**src/rtl/nibble_packer.sv**
```systemverilog
// nibble_packer: packs serial W-bit elements into N-slot words, with flush padding of partial words
module nibble_packer #(
   parameter int N = 4,
   parameter int W = 4,
   parameter logic [W-1:0] PAD = '0,
   localparam int CW = $clog2(N+1)
) (
   input  logic            clk,
   input  logic            nrst,
   input  logic [W-1:0]    in_data,
   input  logic            in_valid,
   output logic            in_ready,
   input  logic            flush,
   output logic [N*W-1:0]  out_data,
   output logic [CW-1:0]   out_count,
   output logic            out_valid,
   input  logic            out_ready
);
   logic [N*W-1:0] asm, wr, padded;
   logic [CW-1:0] cnt, k;
   logic flush_pend, free, acc, complete, flush_now, load;
   assign free = !out_valid || out_ready;
   assign in_ready = nrst && !flush_pend && (cnt != CW'(N-1) || free);
   assign acc = in_valid && in_ready;
   assign k = cnt + CW'(acc);
   assign complete = acc && cnt == CW'(N-1);
   assign flush_now = flush && !flush_pend && k != '0 && k != CW'(N);
   assign load = complete || ((flush_now || flush_pend) && free);
   // merge this cycle's element into its slot, then pad every slot at or above the fill count
   always_comb begin
      wr = asm;
      if (acc) wr[int'(cnt)*W +: W] = in_data;
      padded = wr;
      for (int i = 0; i < N; i++) padded[i*W +: W] = (i < int'(k)) ? wr[i*W +: W] : PAD;
   end
   // assembly state, pending-flush flag and the output holding register
   always_ff @(posedge clk or negedge nrst) begin
      if (!nrst) begin
         asm        <= '0;
         cnt        <= '0;
         flush_pend <= 1'b0;
         out_data   <= '0;
         out_count  <= '0;
         out_valid  <= 1'b0;
      end else begin
         asm        <= wr;
         cnt        <= load ? '0 : k;
         flush_pend <= free ? 1'b0 : (flush_pend || flush_now);
         out_valid  <= load || (out_valid && !out_ready);
         if (load) begin
            out_data  <= padded;
            out_count <= k;
         end
      end
   end
endmodule

```
**config.mk**
```make
export PLATFORM = sky130hd
export DESIGN_NAME = nibble_packer
export DESIGN_NICKNAME = d
export VERILOG_FILES = /design/src/rtl/nibble_packer.sv
export SDC_FILE = /design/constraint.sdc
export NUM_CORES = 1
export LEC_CHECK = 0
export CAP_MARGIN = 10
export CORE_AREA = 2 2 65 67
export CTS_BUF_LIST = sky130_fd_sc_hd__clkbuf_4 sky130_fd_sc_hd__clkbuf_8
export CTS_CLUSTER_SIZE = 20
export DETAILED_ROUTE_END_ITERATION = 10
export DIE_AREA = 0 0 67 69
export GPL_TIMING_DRIVEN = 0
export PLACE_DENSITY = 0.87
export SYNTH_ARGS = -nofsm -noshare
export SYNTH_HDL_FRONTEND = slang
export SYNTH_SLANG_ARGS = --single-unit
```
**constraint.sdc**
```tcl
create_clock -name clk -period 2.7 [get_ports clk]
set_input_delay 0.405 -clock clk [delete_from_list [all_inputs] [get_ports clk]]
set_output_delay 0.405 -clock clk [all_outputs]
set_load 0.05 [all_outputs]
```
# Yosys cells after proc, flatten, opt, wreduce, memory -nomap -nowiden
# Cells that the tools add are included.
# totals
mem_bits_rw,0
output_inout_bits,21
latchBits,0
wordCells,43
mem_bits_ro,0
ff_bits,40
in_bits,9
memories,0
# op_classes
mul,0
mux,8
div,0
n_eq_ne,3
n_addsub,2
n_bitwise,0
shift,2
n_lt_le_gt_ge,4
n_reduce_logical,18
# ops
op,count
5-bit negator with 33-bit output,1
"4-bit by 33-bit variable shift with 16-bit output, first input constant",1
4-bit by 33-bit indexed part select with 16-bit output,1
16-bit bitwise mux,1
16-bit 2-to-1 mux,1
4-bit 2-to-1 mux,4
1-bit logical AND,9
"1-bit by 3-bit less-than comparator with 1-bit output, first input constant",2
"2-bit by 3-bit less-than comparator with 1-bit output, first input constant",2
1-bit logical OR,5
3-bit by 1-bit adder with 3-bit output,1
"3-bit by 2-bit equality test with 1-bit output, second input constant",1
1-bit logical NOT,3
3-bit 2-to-1 mux,1
"3-bit by 2-bit != test with 1-bit output, second input constant",1
"3-bit != test, second input constant",1
3-bit nonzero test,1
1-bit 2-to-1 mux,1

# Depth between registers and ports, before layout
# Gate-level depths: netlist of the first run.
# depth
depth_word,13
mapped_depth,10
mapped_depth_nobuf,9

# Worst setup path before layout of the first run
# No wires, ideal clock.
# synth_path
path_type,reg-to-reg
startpoint,register out_valid
endpoint,register out_count[0]
setup_time_ns,0.128
arrival_time_ns,2.646
stages_incl_launch_ff,9
path_slack_ns,-0.074
required_time_ns,2.572
period_less_slack_ns,2.774
n_path_buf,0
cell_sequence,dfrtp_1 > nand4bb_1 > and2_2 > ha_1 > ha_1 > o21a_1 > a311o_4 > nand2_8 > mux2_1
# synth_between
elab_chain_len,12
word_cells_on_any_way,14
cone_classes,1 x add/sub; 1 x eq/ne; 12 x reduce/logical
# synth_rtl
item,line_no,text
"start, declared",16,"output logic out_valid,"
"start signal, assigned",49,out_valid <= load || (out_valid && !out_ready);
1-bit logical NOT (*),22,assign free = !out_valid || out_ready;
1-bit logical OR (*),22,
1-bit logical OR (*),23,assign in_ready = nrst && !flush_pend && (cnt != CW'(N-1) || free);
1-bit logical AND (*),23,
1-bit logical AND (*),24,assign acc = in_valid && in_ready;
3-bit by 1-bit adder with 3-bit output (*),25,assign k = cnt + CW'(acc);
net k[1],20,"logic [CW-1:0] cnt, k;"
3-bit nonzero test,27,assign flush_now = flush && !flush_pend && k != '0 && k != CW'(N);
1-bit logical AND,27,
1-bit logical AND (*),27,
1-bit logical OR (*),28,assign load = complete || ((flush_now || flush_pend) && free);
1-bit logical AND (*),28,
1-bit logical OR (*),28,
"end signal, assigned",52,out_count <= k;
"end, declared",15,"output logic [CW-1:0] out_count,"
# The timed path passes the listed nets; every way through them passes the cells marked *.
# A chain may end at the register's enable or synchronous reset.

# Final worst setup path of the first run
# layout_path
startpoint,input out_ready
endpoint,register out_count[1]
# layout_between
elab_chain_len,11
word_cells_on_any_way,13
cone_classes,1 x add/sub; 1 x eq/ne; 11 x reduce/logical
# layout_rtl
item,line_no,text
"start, declared",17,input logic out_ready
1-bit logical OR (*),22,
1-bit logical OR (*),23,
1-bit logical AND (*),23,
1-bit logical AND (*),24,
3-bit by 1-bit adder with 3-bit output (*),25,
net k[1],20,
3-bit nonzero test,27,
1-bit logical AND (2 in a row),27,
1-bit logical OR,28,
1-bit logical AND,28,
1-bit logical OR,28,
# Marked as above.

==> results of run 1 <==
metrics by stage:
stage	instance area, um2	util, %
detailed placement	2222	56.78
global route	2412	61.64
floorplan	1874	-
finish	2412	61.64
global placement	2227	56.91
CTS	2380	60.81
cell usage after synthesis (all sizes together):
| cell | number |
|---|---|
| nand2 | 6 |
| clkbuf | 1 |
| nor4b | 1 |
| and3b | 1 |
| nand4 | 4 |
| nor2b | 1 |
| inv | 24 |
| a21bo | 1 |
| dfrtp | 40 |
| o21ai | 1 |
| mux2i | 12 |
| a21oi | 1 |
| buf | 3 |
| and3 | 5 |
| and2 | 5 |
| o21a | 1 |
| a311o | 1 |
| xor2 | 1 |
| ha | 7 |
| o2bb2ai | 16 |
| nor4bb | 4 |
| nand2b | 1 |
| nand4bb | 1 |
| o311ai | 1 |
| mux2 | 6 |
| nand3 | 1 |
| o211ai | 2 |
| nor2 | 1 |
routing by layer:
layer,vias up,part of all wire [%]
met4,0,1.5
met5,-,0
met1,619,48
li1,601,-
met3,5,2.5
met2,25,48
flip-flops by register name (all words and copies together), names as in the netlist:
register	count
out_count	3
cnt	3
flush_pend	1
asm	16
out_data	16
out_valid	1
logic make-up (layout without fill, tap and decap cells):
logic type	count (synthesis)	count (layout)	share of synthesized area, %
XOR/XNOR	1	1	0.4677
AND/OR/NAND/NOR	31	31	11.89
multiplexers	18	18	10.02
buffers and inverters	28	70	7.214
AO/OA/AOI/OAI	24	24	12.29
flip-flops	40	40	53.44
adder cells (fa/ha/maj)	7	7	4.676
path summary, 6_finish.rpt:
check                        startpoint      endpoint  slack (ns)  cells after the start
max                           out_ready  out_count[1]         0.1                      9
min                                nrst   out_data[9]     -0.0002                      1
max reg2reg                      cnt[0]  out_count[1]        0.14                      9
min reg2reg                out_count[2]  out_count[2]        0.49                      1
max in group asynchronous          nrst     out_valid        2.41                      1
min in group clk           out_count[2]  out_count[2]        0.49                      1
critical path: cells and delay by family:
kind                     cells  cell delay (ns)
multiplexers                 1             0.33
AO/OA/AOI/OAI                2             0.58
adder cells (fa/ha/maj)      2             0.45
AND/OR/NAND/NOR              3             0.59
buffers and inverters        1             0.42
area by class of cell:
type,count,area share [%]
clock buffers,5,2.853
plain buffers,4,1.867
inverters,24,3.734
multi-input cells,81,31.85
flip-flops and latches,40,41.55
clock inverters,3,1.919
repair buffers,34,13.64
well taps,50,2.593
power by group:
part | internal [mW] | total (mW) | leakage [nW] | switching (mW)
sequential | 0.776 | 0.863 | 0.523 | 0.0863
clock | 0.278 | 0.498 | 0.0548 | 0.220
combinational | 0.510 | 1.29 | 0.652 | 0.778
what timing repair did:
item / 4_1_cts / 5_1_grt
gates resized for setup: 5 / 1
setup buffers: 2 / 3
cloned: 0 / 0
pin swaps: 0 / 3
setup endpoints to repair: 23 / 18
==> impl_metrics.yaml, run 1 <==
flow_run:
  max_cap_viol_count: 0
routing:
  drc: 0
  viasPerCell: 5.187
  route.detailed.wl_per_inst_um: 15.35
  firstDrtPassIters: 4
  via_count: 1250
  first_iter_violations: 24
  wirelength_mm: 3.700
  drtAntennaViolNets: 0
setup_path:
  path_class: "in2reg"
  critPathRequiredTime_ns: 2.88
  cp_slowest_cell: "clkdlybuf4s50_1"
  critPathArrivalTime_ns: 2.78
  cp-start-kind: "input pin"
  cp_max_fo: 7
  slowest_delay_ns: 0.42
  crit_chain: "clkdlybuf4s50_1 > nand4bb_4 > and2_2 > ha_1 > ha_4 > o21a_1 > a311o_4 > nand2_8 > mux2_1"
  crit_path_end_kind: "flop"
sta:
  fin_crit_sh_pct: 96.48
  fin_crit_ns: 2.605
  fin_worst_skew_ns: 0.006429
  clock.fmax_mhz: 383.9
  finalSetupTns_ns: 0
  slew_viol_final: 0
  grt_setup_unrepaired: "false"
  setup_violations: 0
  fin_ws_ns: 0.09503
  hold_ws_ns: -0.0001791
  worst_slew_margin_rel_pct: 54.99
  final-hold-violation-count: 1
  worstMarginPinSlew_ns: 0.6647
die:
  ioPinCount: 30
  initial_core_util_pct: 47.86
  fp.dieArea_um2: 4623
  rows: 23
  die_w_um: 67
  die_h_um: 69
  core_um2: 3914
synth:
  synth_cells: 149
  netlist_area_um2: 1873
  syn_area_per_cell_um2: 12.57
  yosys_warnings: 0
  synth.largest_area_cell: "dfrtp_1"
  synth_top_area_share_pct: 53.44
  syn_nets: 165
  synth-seq-area-share_pct: 53.44
  synthTopCellsByArea: "dfrtp_1 53%, mux2i_1 6.4%, o2bb2ai_1 6.1%, inv_1 4.8%, ha_1 4.7%"
  synth_cell_type_count: 33
  ys_ff_latch: 40
clock_tree:
  clock_latency_ns: 0.30
  ctsHoldBuffers: 0
  root_buffer: "clkbuf_8"
  path_clk_slew_ns: 0.08
  clk_path_buf_depth: 2
  cts_tree: "built"
  cts_buffers: 5
  htree_levels: 2
  clock_sinks: 40
global_routing:
  grtUsageMet1_pct: 24.27
  antenna_found_initial: 0
  grt.busiest_layer: "met2"
  grt_pass1_vias: 1210
  grt_pass1_wl_mm: 5.968
  track_usage_pct: 17.16
  met2_usage_pct: 25.41
  grt_remaining_overflow: 0
  grt_max_degree: 43
  use_met3_pct: 3.426
place:
  dp_slack_ns: -0.6549
  dp.cells: 228
  portBuffers: 29
  place_congestion: 0.7456
  hpwl_mm: 2.482
cells_and_area:
  multiInputGateArea_um2: 768.2
  num-nets-final: 206
  final_cells: 241
  fillers: 310
  layout_commonest_cell: "dfrtp_1"
  n_antenna_cell: 0
  drive_gt1_share_pct: 16.75
  layout_common_cells: "39 x dfrtp_1, 28 x clkdlybuf4s50_1, 24 x inv_1"
  final-seq-area_um2: 1002
  area_delta_synth_final_pct: 28.79
power_and_ir_drop:
  power_mw: 2.649
  power_per_cell_area_nw_per_um2: 1098
  p_leak_nw: 1.230
  peakVddDrop_mv: 0.7893
status:
  violations: "hold timing"
  status: "finished with violations"
worst_hold_path:
  worst_hold_path_type: "in2async"
(Power assumes the default switching activity.)
==> inputs of run 2 (changes only) <==
--- a/config.mk
+++ b/config.mk
@@ -5,6 +5,7 @@
 export SDC_FILE = /design/constraint.sdc
 export NUM_CORES = 1
 export LEC_CHECK = 0
+export ABC_CLOCK_PERIOD_IN_PS = 2700
 export CAP_MARGIN = 10
 export CORE_AREA = 2 2 65 67
 export CTS_BUF_LIST = sky130_fd_sc_hd__clkbuf_4 sky130_fd_sc_hd__clkbuf_8
==> results of run 2 <==
The final DEF is identical to that of run 1; final timing and power are the same.
==> inputs of run 3 (changes only) <==
--- a/config.mk
+++ b/config.mk
@@ -13,7 +13,7 @@
 export DETAILED_ROUTE_END_ITERATION = 10
 export DIE_AREA = 0 0 67 69
 export GPL_TIMING_DRIVEN = 0
-export PLACE_DENSITY = 0.87
+export PLACE_DENSITY = 0.81
 export SYNTH_ARGS = -nofsm -noshare
 export SYNTH_HDL_FRONTEND = slang
 export SYNTH_SLANG_ARGS = --single-unit
==> impl_metrics.yaml, run 3 (synthesized netlist as in run 1, its figures left out) <==
place:
  place_congestion: 0.7523
  dp.cells: 228
  portBuffers: 29
  hpwl_mm: 2.770
  dp_slack_ns: -0.6671
global_routing:
  grt_max_degree: 43
  grt_pass1_wl_mm: 6.851
  track_usage_pct: 19.62
  antenna_found_initial: 0
  grt_remaining_overflow: 0
  grt_pass1_vias: 1405
setup_path:
  cp-start-kind: "input pin"
  path_class: "in2reg"
  crit_chain: "clkdlybuf4s50_1 > nand4bb_4 > and2_2 > ha_1 > ha_4 > o21a_1 > a311o_4 > nand2_8 > mux2_1"
  slowest_delay_ns: 0.42
  path_depth: 9
  critPathRequiredTime_ns: 2.87
  critPathArrivalTime_ns: 2.76
  cp_slowest_cell: "clkdlybuf4s50_1"
  crit_path_end_kind: "flop"
  path_delay_family: "simple AND/OR/NAND/NOR gates"
  reg2reg_depth: 9
  cp_max_fo: 7
  crit_buf_inv: 1
clock_tree:
  clock_latency_ns: 0.30
  htree_levels: 2
  cts_tree: "built"
  root_buffer: "clkbuf_8"
  cts_buffers: 5
  path_clk_slew_ns: 0.08
  clk_path_buf_depth: 2
  clock_sinks: 40
  ctsHoldBuffers: 0
die:
  die_w_um: 67
  ioPinCount: 30
  die_h_um: 69
  initial_core_util_pct: 47.86
  core_um2: 3914
  rows: 23
  fp.dieArea_um2: 4623
sta:
  fin_crit_ns: 2.587
  fin_worst_skew_ns: 0.006922
  worstMarginPinSlew_ns: 0.6300
  fin_ws_ns: 0.1134
  final-hold-violation-count: 0
  setup_violations: 0
  slew_viol_final: 0
  worst_slew_margin_rel_pct: 57.34
  grt_setup_unrepaired: "false"
  fin_crit_sh_pct: 95.80
  clock.fmax_mhz: 386.6
  finalSetupTns_ns: 0
status:
  status: "finished clean"
cells_and_area:
  layout_commonest_cell: "dfrtp_1"
  layout_common_cells: "38 x dfrtp_1, 28 x clkdlybuf4s50_1, 24 x inv_1"
  n_antenna_cell: 0
  drive_gt1_share_pct: 17.37
  area_delta_synth_final_pct: 27.59
  fillers: 327
  num-nets-final: 205
  reg.largest.list: "asm x16, out_data x16"
  final_cells: 240
routing:
  firstDrtPassIters: 5
  viasPerCell: 5.321
  wirelength_mm: 3.858
  route.detailed.wl_per_inst_um: 16.08
  first_iter_violations: 37
  drtAntennaViolNets: 0
  via_count: 1277
  drc: 0
power_and_ir_drop:
  power_per_cell_area_nw_per_um2: 1072
  p_leak_nw: 1.223
  peakVddDrop_mv: 0.6394
  power_mw: 2.562
worst_hold_path:
  worst_hold_path_type: "in2async"
flow_run:
  max_cap_viol_count: 0
run 3: worst paths after layout:
kind,start,to,slack (ns)
worst max-delay path,out_ready,out_count[0],0.11
worst min-delay path,nrst,asm[0],0.007
worst max register to register,cnt[0],out_count[0],0.15
worst min register to register,out_count[2],out_count[2],0.49
max in group asynchronous,nrst,cnt[1],2.39
min in group clk,out_count[2],out_count[2],0.49
run 3: area by class of cell:
type,count,area [um2],share of cell area (%)
plain buffers,4,46.29,1.937
clock buffers,5,68.82,2.880
clock inverters,3,18.77,0.7853
inverters,24,90.09,3.770
multi-input cells,81,778.2,32.57
flip-flops and latches,40,1003,41.99
well taps,50,62.56,2.618
repair buffers,33,321.6,13.46
run 3: layer usage:
layer | up-vias | track usage, % | share of wire, %
li1 | 599 | - | -
met1 | 633 | 25.14 | 42
met2 | 38 | 32.01 | 52
met3 | 7 | 4.731 | 4.6
met4 | 0 | 6.803 | 1.4
met5 | - | 0 | 0
run 3: repair_timing:
action                                  in CTS  in global routing
pin swaps                                    0                  2
buffers inserted                             1                  3
resized for setup                            6                  3
endpoints found under the setup margin      23                 19
run 3: power breakdown:
group	switching, mW	total (mW)	internal (mW)
Clock	0.211	0.391	0.180
Combinational	0.770	1.29	0.520
Sequential	0.104	0.882	0.778
run 3: through the flow:
stage | area (um2) | hold WS (ns) | util (%)
floorplan | 1874 | 0.1094 | -
global placement | 2227 | 0.4632 | 56.91
global route | 2390 | 0.02831 | 61.06
finish | 2390 | 0.007471 | 61.06
CTS | 2362 | 0.08983 | 60.36
detailed placement | 2222 | 0.4768 | 56.78
